--- config.mk ---
export PLATFORM = sky130hd
export DESIGN_NAME = boreal_telemetry_sequencer
export DESIGN_NICKNAME = d
export VERILOG_FILES = /design/src/rtl/boreal_pkg.sv /design/src/rtl/boreal_period_timer.sv /design/src/rtl/boreal_telemetry_sequencer.sv
export SDC_FILE = /design/constraint.sdc
export NUM_CORES = 1
export LEC_CHECK = 0
export CORE_MARGIN = 2
export CORE_UTILIZATION = 34
export DETAILED_ROUTE_END_ITERATION = 16
export GPL_ROUTABILITY_DRIVEN = 0
export SLEW_MARGIN = 20
export SYNTH_ARGS = -nofsm -noshare
export SYNTH_HDL_FRONTEND = slang
export SYNTH_SLANG_ARGS = --single-unit
--- constraint.sdc ---
create_clock -name clk -period 3.7 [get_ports clk]
set_clock_uncertainty 0.15 [all_clocks]
set_input_delay 0.74 -clock clk [delete_from_list [all_inputs] [get_ports clk]]
set_output_delay 0.74 -clock clk [all_outputs]
set_load 0.02 [all_outputs]
--- src/rtl/boreal_pkg.sv ---
`default_nettype none
// ============================================================================
// Module : boreal_pkg
// Brief  : Shared types and constants for the Boreal telemetry sequencer:
//          FSM state encoding, frame sync word, status register map and the
//          header word builder.
// Rev    : 1.0  initial release
// ============================================================================
package boreal_pkg;

  typedef enum logic [2:0] {
    ST_IDLE   = 3'd0,
    ST_H_RD   = 3'd1,
    ST_H_CAP  = 3'd2,
    ST_S_HDR  = 3'd3,
    ST_S_RD   = 3'd4,
    ST_S_CAP  = 3'd5,
    ST_S_SEND = 3'd6
  } state_t;

  localparam logic [15:0] SYNC_WORD_DEFAULT = 16'hB0EA;
  localparam logic [15:0] DEAD_WORD         = 16'hDEAD;

  // Status register map
  localparam logic [2:0] ADDR_MU     = 3'd0;
  localparam logic [2:0] ADDR_SIGMA  = 3'd1;
  localparam logic [2:0] ADDR_RHO    = 3'd2;
  localparam logic [2:0] ADDR_PHI    = 3'd3;
  localparam logic [2:0] ADDR_THETA1 = 3'd4;
  localparam logic [2:0] ADDR_THETA2 = 3'd5;

  // Frame word 1: sequence number in the top byte, register count in the low bits
  function automatic logic [15:0] header_word(input logic [7:0] seq, input logic [2:0] nregs);
    return {seq, 5'd0, nregs};
  endfunction

endpackage
`default_nettype wire

--- src/rtl/boreal_period_timer.sv ---
`default_nettype none
// ============================================================================
// Module : boreal_period_timer
// Brief  : Free-running sweep period counter. Raises a single pending sweep
//          request on each wrap and flags a sticky overrun when a wrap lands
//          while a sweep is already pending or in progress.
// Rev    : 1.0  initial release
// ============================================================================
module boreal_period_timer #(
  parameter int PERIOD_CYCLES = 50000
) (
  input  logic clk,
  input  logic rst,
  input  logic sweep_en,
  input  logic sweep_active,
  input  logic sweep_take,
  input  logic overrun_clr,
  output logic sweep_pend,
  output logic overrun
);

  localparam int             CW         = (PERIOD_CYCLES > 1) ? $clog2(PERIOD_CYCLES) : 1;
  localparam logic [CW-1:0]  LAST_COUNT = CW'(PERIOD_CYCLES - 1);

  logic [CW-1:0] count;
  logic          wrap;
  logic          trigger;
  logic          collide;

  assign wrap    = (count == LAST_COUNT);
  assign trigger = wrap && sweep_en;
  // A trigger never queues behind another one: it becomes an overrun instead.
  assign collide = sweep_pend || sweep_active;

  // Period counter 0..PERIOD_CYCLES-1, wrapping
  always_ff @(posedge clk or posedge rst) begin
    if (rst)       count <= '0;
    else if (wrap) count <= '0;
    else           count <= count + CW'(1);
  end

  // Pending sweep flag, consumed by the sequencer when it starts a frame
  always_ff @(posedge clk or posedge rst) begin
    if (rst)                       sweep_pend <= 1'b0;
    else if (trigger && !collide)  sweep_pend <= 1'b1;
    else if (sweep_take)           sweep_pend <= 1'b0;
  end

  // Sticky overrun; a clear beats a same-cycle set
  always_ff @(posedge clk or posedge rst) begin
    if (rst)                     overrun <= 1'b0;
    else if (overrun_clr)        overrun <= 1'b0;
    else if (trigger && collide) overrun <= 1'b1;
  end

endmodule
`default_nettype wire

--- src/rtl/boreal_telemetry_sequencer.sv ---
`default_nettype none
// ============================================================================
// Module : boreal_telemetry_sequencer
// Brief  : Arbitrates the Boreal status register file between host single
//          reads and a periodic telemetry sweep, and streams each sweep as a
//          framed, XOR-checksummed packet on a valid/ready word stream.
// Rev    : 1.0  initial release
// ============================================================================
module boreal_telemetry_sequencer
  import boreal_pkg::*;
#(
  parameter int          PERIOD_CYCLES = 50000,
  parameter int          NUM_REGS      = 6,
  parameter logic [15:0] SYNC_WORD     = SYNC_WORD_DEFAULT
) (
  input  logic        clk,
  input  logic        rst,
  input  logic        sweep_en,
  input  logic        host_req,
  input  logic [2:0]  host_addr,
  output logic        host_ack,
  output logic [15:0] host_data,
  output logic [2:0]  reg_addr,
  output logic        reg_rd_en,
  input  logic [15:0] reg_rd_data,
  output logic        tx_valid,
  output logic [15:0] tx_data,
  output logic        tx_last,
  input  logic        tx_ready,
  output logic        overrun,
  input  logic        overrun_clr,
  output logic [7:0]  frame_seq
);

  // Word numbering inside a frame: 0 sync, 1 header, 2.. registers, then checksum
  localparam logic [3:0] REG_FIRST   = 4'd2;
  localparam logic [3:0] WORD_CHK    = 4'(NUM_REGS + 2);
  localparam logic [3:0] WORD_END    = 4'(NUM_REGS + 3);
  localparam logic [2:0] NREGS_FIELD = 3'(NUM_REGS);

  state_t        state, state_n;
  state_t        ret_st, ret_n;
  state_t        resume;
  logic [3:0]    wcnt, wcnt_n, w_next;
  logic [15:0]   chk, chk_n;
  logic          tx_valid_n, tx_last_n;
  logic [15:0]   tx_data_n;
  logic [7:0]    seq_n;
  logic          host_pend, host_pend_n;
  logic [2:0]    haddr, haddr_n;
  logic [15:0]   host_data_q, host_data_q_n;
  logic [2:0]    addr_hold;
  logic [2:0]    reg_idx;
  logic [15:0]   hdr_word;
  logic          sweep_pend;
  logic          sweep_take;
  logic          sweep_active;
  logic          accept;

  assign accept   = tx_valid && tx_ready;
  assign w_next   = wcnt + 4'd1;
  assign reg_idx  = 3'(wcnt - REG_FIRST);
  assign hdr_word = header_word(frame_seq, NREGS_FIELD);

  // A host read that interrupts a frame still counts as sweep activity.
  assign sweep_active = (state == ST_S_HDR) || (state == ST_S_RD) ||
                        (state == ST_S_CAP) || (state == ST_S_SEND) ||
                        (((state == ST_H_RD) || (state == ST_H_CAP)) && (ret_st != ST_IDLE));

  // Register file strobes; the address holds its last value between reads
  assign reg_rd_en = (state == ST_H_RD) || (state == ST_S_RD);
  assign reg_addr  = (state == ST_H_RD) ? haddr :
                     (state == ST_S_RD) ? reg_idx : addr_hold;

  // Host result is presented in the ack cycle straight from the register file, then held
  assign host_ack  = (state == ST_H_CAP);
  assign host_data = (state == ST_H_CAP) ? reg_rd_data : host_data_q;

  boreal_period_timer #(
    .PERIOD_CYCLES (PERIOD_CYCLES)
  ) u_timer (
    .clk          (clk),
    .rst          (rst),
    .sweep_en     (sweep_en),
    .sweep_active (sweep_active),
    .sweep_take   (sweep_take),
    .overrun_clr  (overrun_clr),
    .sweep_pend   (sweep_pend),
    .overrun      (overrun)
  );

  // Where the frame continues after the word currently being accepted
  always_comb begin
    resume = ST_IDLE;
    if (w_next == WORD_END)
      resume = ST_IDLE;
    else if ((w_next >= REG_FIRST) && (w_next < WORD_CHK))
      resume = ST_S_RD;
    else
      resume = ST_S_HDR;
  end

  // Next-state and datapath updates for the sequencer
  always_comb begin
    state_n       = state;
    ret_n         = ret_st;
    wcnt_n        = wcnt;
    chk_n         = chk;
    tx_valid_n    = tx_valid;
    tx_data_n     = tx_data;
    tx_last_n     = tx_last;
    seq_n         = frame_seq;
    host_data_q_n = host_data_q;
    host_pend_n   = host_pend;
    haddr_n       = haddr;
    sweep_take    = 1'b0;

    // A request arriving while one is outstanding is dropped
    if (host_req && !host_pend) begin
      host_pend_n = 1'b1;
      haddr_n     = host_addr;
    end

    case (state)
      ST_IDLE: begin
        if (host_pend) begin
          state_n = ST_H_RD;
          ret_n   = ST_IDLE;
        end else if (sweep_pend) begin
          state_n    = ST_S_HDR;
          sweep_take = 1'b1;
          wcnt_n     = 4'd0;
          chk_n      = 16'd0;
        end
      end

      ST_H_RD: state_n = ST_H_CAP;

      ST_H_CAP: begin
        host_data_q_n = reg_rd_data;
        host_pend_n   = 1'b0;
        state_n       = ret_st;
      end

      // Non-register words: sync, header, or checksum after a host interruption
      ST_S_HDR: begin
        tx_valid_n = 1'b1;
        tx_data_n  = (wcnt == 4'd0) ? SYNC_WORD :
                     (wcnt == 4'd1) ? hdr_word  : chk;
        tx_last_n  = (wcnt == WORD_CHK);
        state_n    = ST_S_SEND;
      end

      ST_S_RD: state_n = ST_S_CAP;

      ST_S_CAP: begin
        tx_valid_n = 1'b1;
        tx_data_n  = reg_rd_data;
        tx_last_n  = 1'b0;
        state_n    = ST_S_SEND;
      end

      ST_S_SEND: begin
        if (accept) begin
          chk_n      = chk ^ tx_data;
          wcnt_n     = w_next;
          tx_valid_n = 1'b0;
          tx_last_n  = 1'b0;
          if (tx_last)
            seq_n = frame_seq + 8'd1;
          if (host_pend) begin
            state_n = ST_H_RD;
            ret_n   = resume;
          end else if (resume == ST_S_HDR) begin
            // Header and checksum follow back-to-back without an extra cycle
            tx_valid_n = 1'b1;
            tx_data_n  = (w_next == 4'd1) ? hdr_word : (chk ^ tx_data);
            tx_last_n  = (w_next == WORD_CHK);
          end else begin
            state_n = resume;
          end
        end
      end

      default: state_n = ST_IDLE;
    endcase
  end

  // State and datapath registers; reset abandons any frame in flight
  always_ff @(posedge clk or posedge rst) begin
    if (rst) begin
      state       <= ST_IDLE;
      ret_st      <= ST_IDLE;
      wcnt        <= 4'd0;
      chk         <= 16'd0;
      tx_valid    <= 1'b0;
      tx_data     <= 16'd0;
      tx_last     <= 1'b0;
      frame_seq   <= 8'd0;
      host_data_q <= 16'd0;
      host_pend   <= 1'b0;
      haddr       <= 3'd0;
      addr_hold   <= 3'd0;
    end else begin
      state       <= state_n;
      ret_st      <= ret_n;
      wcnt        <= wcnt_n;
      chk         <= chk_n;
      tx_valid    <= tx_valid_n;
      tx_data     <= tx_data_n;
      tx_last     <= tx_last_n;
      frame_seq   <= seq_n;
      host_data_q <= host_data_q_n;
      host_pend   <= host_pend_n;
      haddr       <= haddr_n;
      addr_hold   <= reg_addr;
    end
  end

endmodule
`default_nettype wire

# == Yosys cells after proc, flatten, opt, wreduce, memory -nomap -nowiden ==
# Index checks and enable logic that the tools add are counted.
# op_classes
n_eq_ne,22
muxes,48
bitwise,1
n_lt_le_gt_ge,2
reduce_logical,33
n_addsub,4
# ops
cell,count
16-bit two-way mux,11
16-bit case mux with 3 select lines,1
3-bit two-way mux,12
16-bit case mux with 2 select lines,1
3-bit case mux with 6 select lines,1
16-bit by 1-bit adder with 16-bit output (second input constant),1
16-bit equality test (second input constant),1
16-bit bitwise XOR,1
1-bit two-way mux,15
4-bit equality test (second input constant),3
4-bit two-way mux,3
4-bit AND reduction,3
2-bit inequality test (second input constant),5
2-bit nonzero test,5
3-bit by 2-bit equality test with 1-bit output (second input constant),3
3-bit equality test (second input constant),3
8-bit by 1-bit adder with 8-bit output (second input constant),1
4-bit by 1-bit equality test with 1-bit output (second input constant),2
4-bit case mux with 2 select lines,1
1-bit logical AND,7
1-bit logical OR,7
3-bit case mux with 2 select lines,1
3-bit AND reduction,2
3-bit nonzero test,2
other kinds (15),18
# totals
out_inout_bits,48
reg_bits,93
word_cells,125
input_bits,25

# == Longest topological paths before layout ==
# logic_depth
depth_word,10
depth_mapped,9
mapped_depth_nobuf,7

# == Cells and area by module ==
# From an unflattened synthesis, not the netlist that was laid out.
# hier_totals
cells_unflattened,499
area_unflattened_um2,4939.7
# by_module_without_submodules
module,cells_each,area_per_inst_um2,instances
boreal_telemetry_sequencer,422,4060.1,1
boreal_period_timer,77,879.6,1

# == Least setup slack after synthesis ==
# Ideal clock, no wire load.
# synth_timing
path_type,flip-flop to output port
startpoint,register state[0]
endpoint,output port host_data[10]
required_time_ps,2810
path_stages_with_launch,6
slack_ps,1010
n_path_buf,2
t_arrival_ps,1800
path_cell_list,dfrtp_1 > buf_6 > nand2b_1 > nor2_1 > buf_2 > mux2_2
# synth_between
elab_chain_len,2
# synth_rtl
item,line,source
from (decl),boreal_telemetry_sequencer.sv:41,"state_t state, state_n;"
from (signal assigned),boreal_telemetry_sequencer.sv:205,state <= state_n;
3-bit by 2-bit equality test with 1-bit output,-,
net host_ack,boreal_telemetry_sequencer.sv:21,"output logic host_ack,"
16-bit two-way mux,-,
to (decl),boreal_telemetry_sequencer.sv:22,"output logic [15:0] host_data,"
# The timed path passes the listed nets, and every way through them passes these cells.

# == Worst setup path after layout ==
# layout_timing
startpoint,register state[1]
endpoint,output port host_data[12]
# layout_between
elab_chain_len,2
# layout_rtl
item,line,source
3-bit by 2-bit equality test with 1-bit output,boreal_telemetry_sequencer.sv:77,assign host_data = (state == ST_H_CAP) ? reg_rd_data : host_data_q;
16-bit two-way mux,-,
# Every way passes these cells.

==> flow_summary.yaml <==
global_route:
  grt_overflow: 0
  grt_start_max_net_pins: 24
  grt_pass1_wl_mm: 21.4
  antenna_found_initial: 0
  track_usage_pct: 17.1
  grt_pass1_vias: 4115
floorplanning:
  ios: 73
  die_area_um2: 15500
  core_um2: 14000
  die_w_um: 124
  start_util_pct: 35.1
  die_y_um: 124
  rows: 43
cts:
  cts_hold_buf: 0
  cts_setup_buffers: 0
  clkSlewWorstSetupHoldPaths_ns: 0.06
  clk_latency_ns: 0.35
  cts.sinks: 92
  cts.htree.levels: 3
  cts_tree: "done"
  numCtsBuffers: 9
  cts_root_buf: "clkbuf_16"
  ctsResizeCount: 0
  cts_buffer_depth: 2
timing:
  hold_violations: 0
  hold_slack_ns: 0.346
  fin_setup_tns_ns: 0
  fmax_ghz: 0.294
  worst_slew_pin_slew_ns: 0.808
  finalWorstSetupSlack_ns: 0.295
  min_period_over_period_pct: 92.0
  post-route-min-period_ns: 3.41
  grt_setup_unrepaired: "no"
  setup_violations: 0
  slew_viol_final: 0
  max_slew_margin_pct: 46.1
power:
  total_power_mw: 5.42
  p_per_area_nw_per_um2: 879
  ir_drop_v: 0.000394
  static-leakage-power_nw: 2.64
synth:
  synth-compound-area-share_pct: 15.5
  synth_top_family_by_area: "simple AND/OR/NAND/NOR gates"
  avgSynthCellArea_um2: 10.1
  synthAdderAreaFrac_pct: 1.52
  synth-xor-area-share_pct: 6.73
  synth_seq_area_share_pct: 46.7
  netlist_area_um2: 4930
  yosysUniqueCellTypes: 61
  synth-async-reset-ratio_pct: 100
  synthFlopType: "dfrtp_1"
  ys_ff_latch: 92
  netlist_instances: 489
  synth_edf_count: 0
  synth_nets: 520
  yosys.area_share.simple_pct: 16.5
  ys_warn_count: 0
  yosys-mux-area-fraction_pct: 9.40
run_status:
  status: "finished, final reports clean"
worst_setup_path:
  cp-end-kind: "output port"
  critPathArrivalTime_ns: 2.52
  crit_path_start_kind: "register"
  crit_fanout: 21
  cp.required_ns: 2.81
  worstSetupPathType: "reg2out"
detailed_routing:
  vias_per_cell: 5.34
  drtAntennaViolNets: 0
  wl_mm: 13.0
  wire_per_inst_um: 17.3
  drt-initial-drc-count: 246
  vias: 3994
  drc: 0
  first_pass_iters: 4
layout:
  nets: 594
  syn2layout_area_growth_pct: 25.2
  drive_gt1_share_pct: 12.7
  n_antenna_cell: 0
  fin_util_pct: 43.9
run:
  maxCapViolCount: 0
placement:
  port_buffers: 72
  dp_slack_ns: 0.684
  dp_hpwl_mm: 8.98
worst_hold_path:
  hp-class: "reg2reg"
-- critical path: stages, from the launching register on --
cell and delay (ns):
dfrtp_1 0.72, nand2b_1 0.17, nor2_2 0.13, buf_4 0.23
mux2_2 0.37, clkdlybuf4s50_1 0.54
-- per-layer routing --
metal	part of all wire, %	global-route usage (%)	vias up
met3	4.5	4.51	14
met4	1.5	5.88	0
met1	46	22.9	1977
met5	0	0	-
met2	48	26.8	96
li1	-	-	1907
-- cell usage after synthesis, types with 4 or more instances --
cell        n  area, um2
a31oi_1     4       25.0
o221ai_1    6       52.6
xnor2_1    14        123
nand2_1    51        191
o22ai_1     4       25.0
buf_6       5       56.3
nand4_1     5       31.3
nor2_1     41        154
nor3_1      4       20.0
a2bb2oi_1   7       61.3
ha_1        6       75.1
clkbuf_1   11       41.3
nand2b_1    6       37.5
o211ai_1    4       30.0
buf_2       7       35.0
inv_1       8       30.0
mux2_2     29        327
xor2_1     22        193
a21oi_1     7       35.0
o21ai_0    41        205
and3_1      5       31.3
dfrtp_1    92       2300
o2bb2ai_1   7       61.3
a21boi_0    4       30.0
nand3_1    29        145
mux2i_1    11        110
-- cells in the final DEF, fill, tap and decap left out, types with 4 or more instances in the layout --
cell             count
a21boi_0             4
a21oi_1              7
a2bb2oi_1            7
a31oi_1              4
and3_1               5
buf_4               17
clkbuf_16            9
clkdlybuf4s50_1     72
dfrtp_1             92
ha_1                 6
inv_1                7
mux2_2              29
mux2i_1             11
nand2_1             51
nand2b_1             6
nand3_1             29
nand4_1              5
nor2_1              40
nor3_1               4
o211ai_1             4
o21ai_0             41
o221ai_1             6
o22ai_1              4
o2bb2ai_1            7
xnor2_1             14
xor2_1              22
-- state kept, by name, summed over array words and instances, names as in the netlist --
| name | cells |
|---|---|
| chk | 16 |
| tx_last | 1 |
| frame_seq | 8 |
| state | 3 |
| u_timer.sweep_pend | 1 |
| addr_hold | 3 |
| wcnt | 4 |
| ret_st | 2 |
| u_timer.count | 16 |
| host_data_q | 16 |
| tx_valid | 1 |
| u_timer.overrun | 1 |
| host_pend | 1 |
| haddr | 3 |
| tx_data | 16 |
-- logic make-up (layout without fill, tap and decap cells) --
family | count (synthesis) | in the layout
flops | 92 | 92
xor+xnor | 37 | 37
simple gates | 166 | 166
mux | 42 | 42
buf+inv | 34 | 113
compound gates | 112 | 112
fa+ha+maj | 6 | 6
-- final timing paths --
kind / start / end / slack (ns) / cells past startpoint
worst min register to register: host_data_q[3]$_DFF_PP0_ / host_data_q[3]$_DFF_PP0_ / 0.35 / 1
worst min-delay path: host_data_q[3]$_DFF_PP0_ / host_data_q[3]$_DFF_PP0_ / 0.35 / 1
max in group asynchronous: rst / chk[15]$_DFFE_PP0P_ / 2.22 / 3
worst max-delay path: state[1]$_DFFE_PP0P_ / host_data[12] / 0.29 / 5
worst max register to register: wcnt[0]$_DFFE_PP0P_ / tx_data[15]$_DFFE_PP0P_ / 0.92 / 6
min in group asynchronous: rst / chk[14]$_DFFE_PP0P_ / 0.54 / 2
-- power breakdown --
group | internal (mW) | total (mW) | leakage, nW | switching, mW
sequential | 1.33 | 1.69 | 1.17 | 0.361
clock | 0.579 | 0.967 | 0.156 | 0.388
combinational | 1.30 | 2.77 | 1.31 | 1.47
total | 3.21 | 5.42 | 2.64 | 2.22
-- area by class of cell --
type / count / area (um2)
fill: 1337 / 7870
multi-input combinational: 363 / 2450
sequential: 92 / 2300
timing repair buffer: 89 / 848
clock buffer: 13 / 270
tap: 180 / 225
clock inverter: 3 / 43.8
inverter: 8 / 31.3
-- per-stage QoR --
stage	cell area [um2]	std cells
floorplan	4930	489
global placement	5860	732
detailed placement	5860	732
CTS	6170	748
global route	6170	748
finish	6170	748
(Power assumes the default switching activity.)
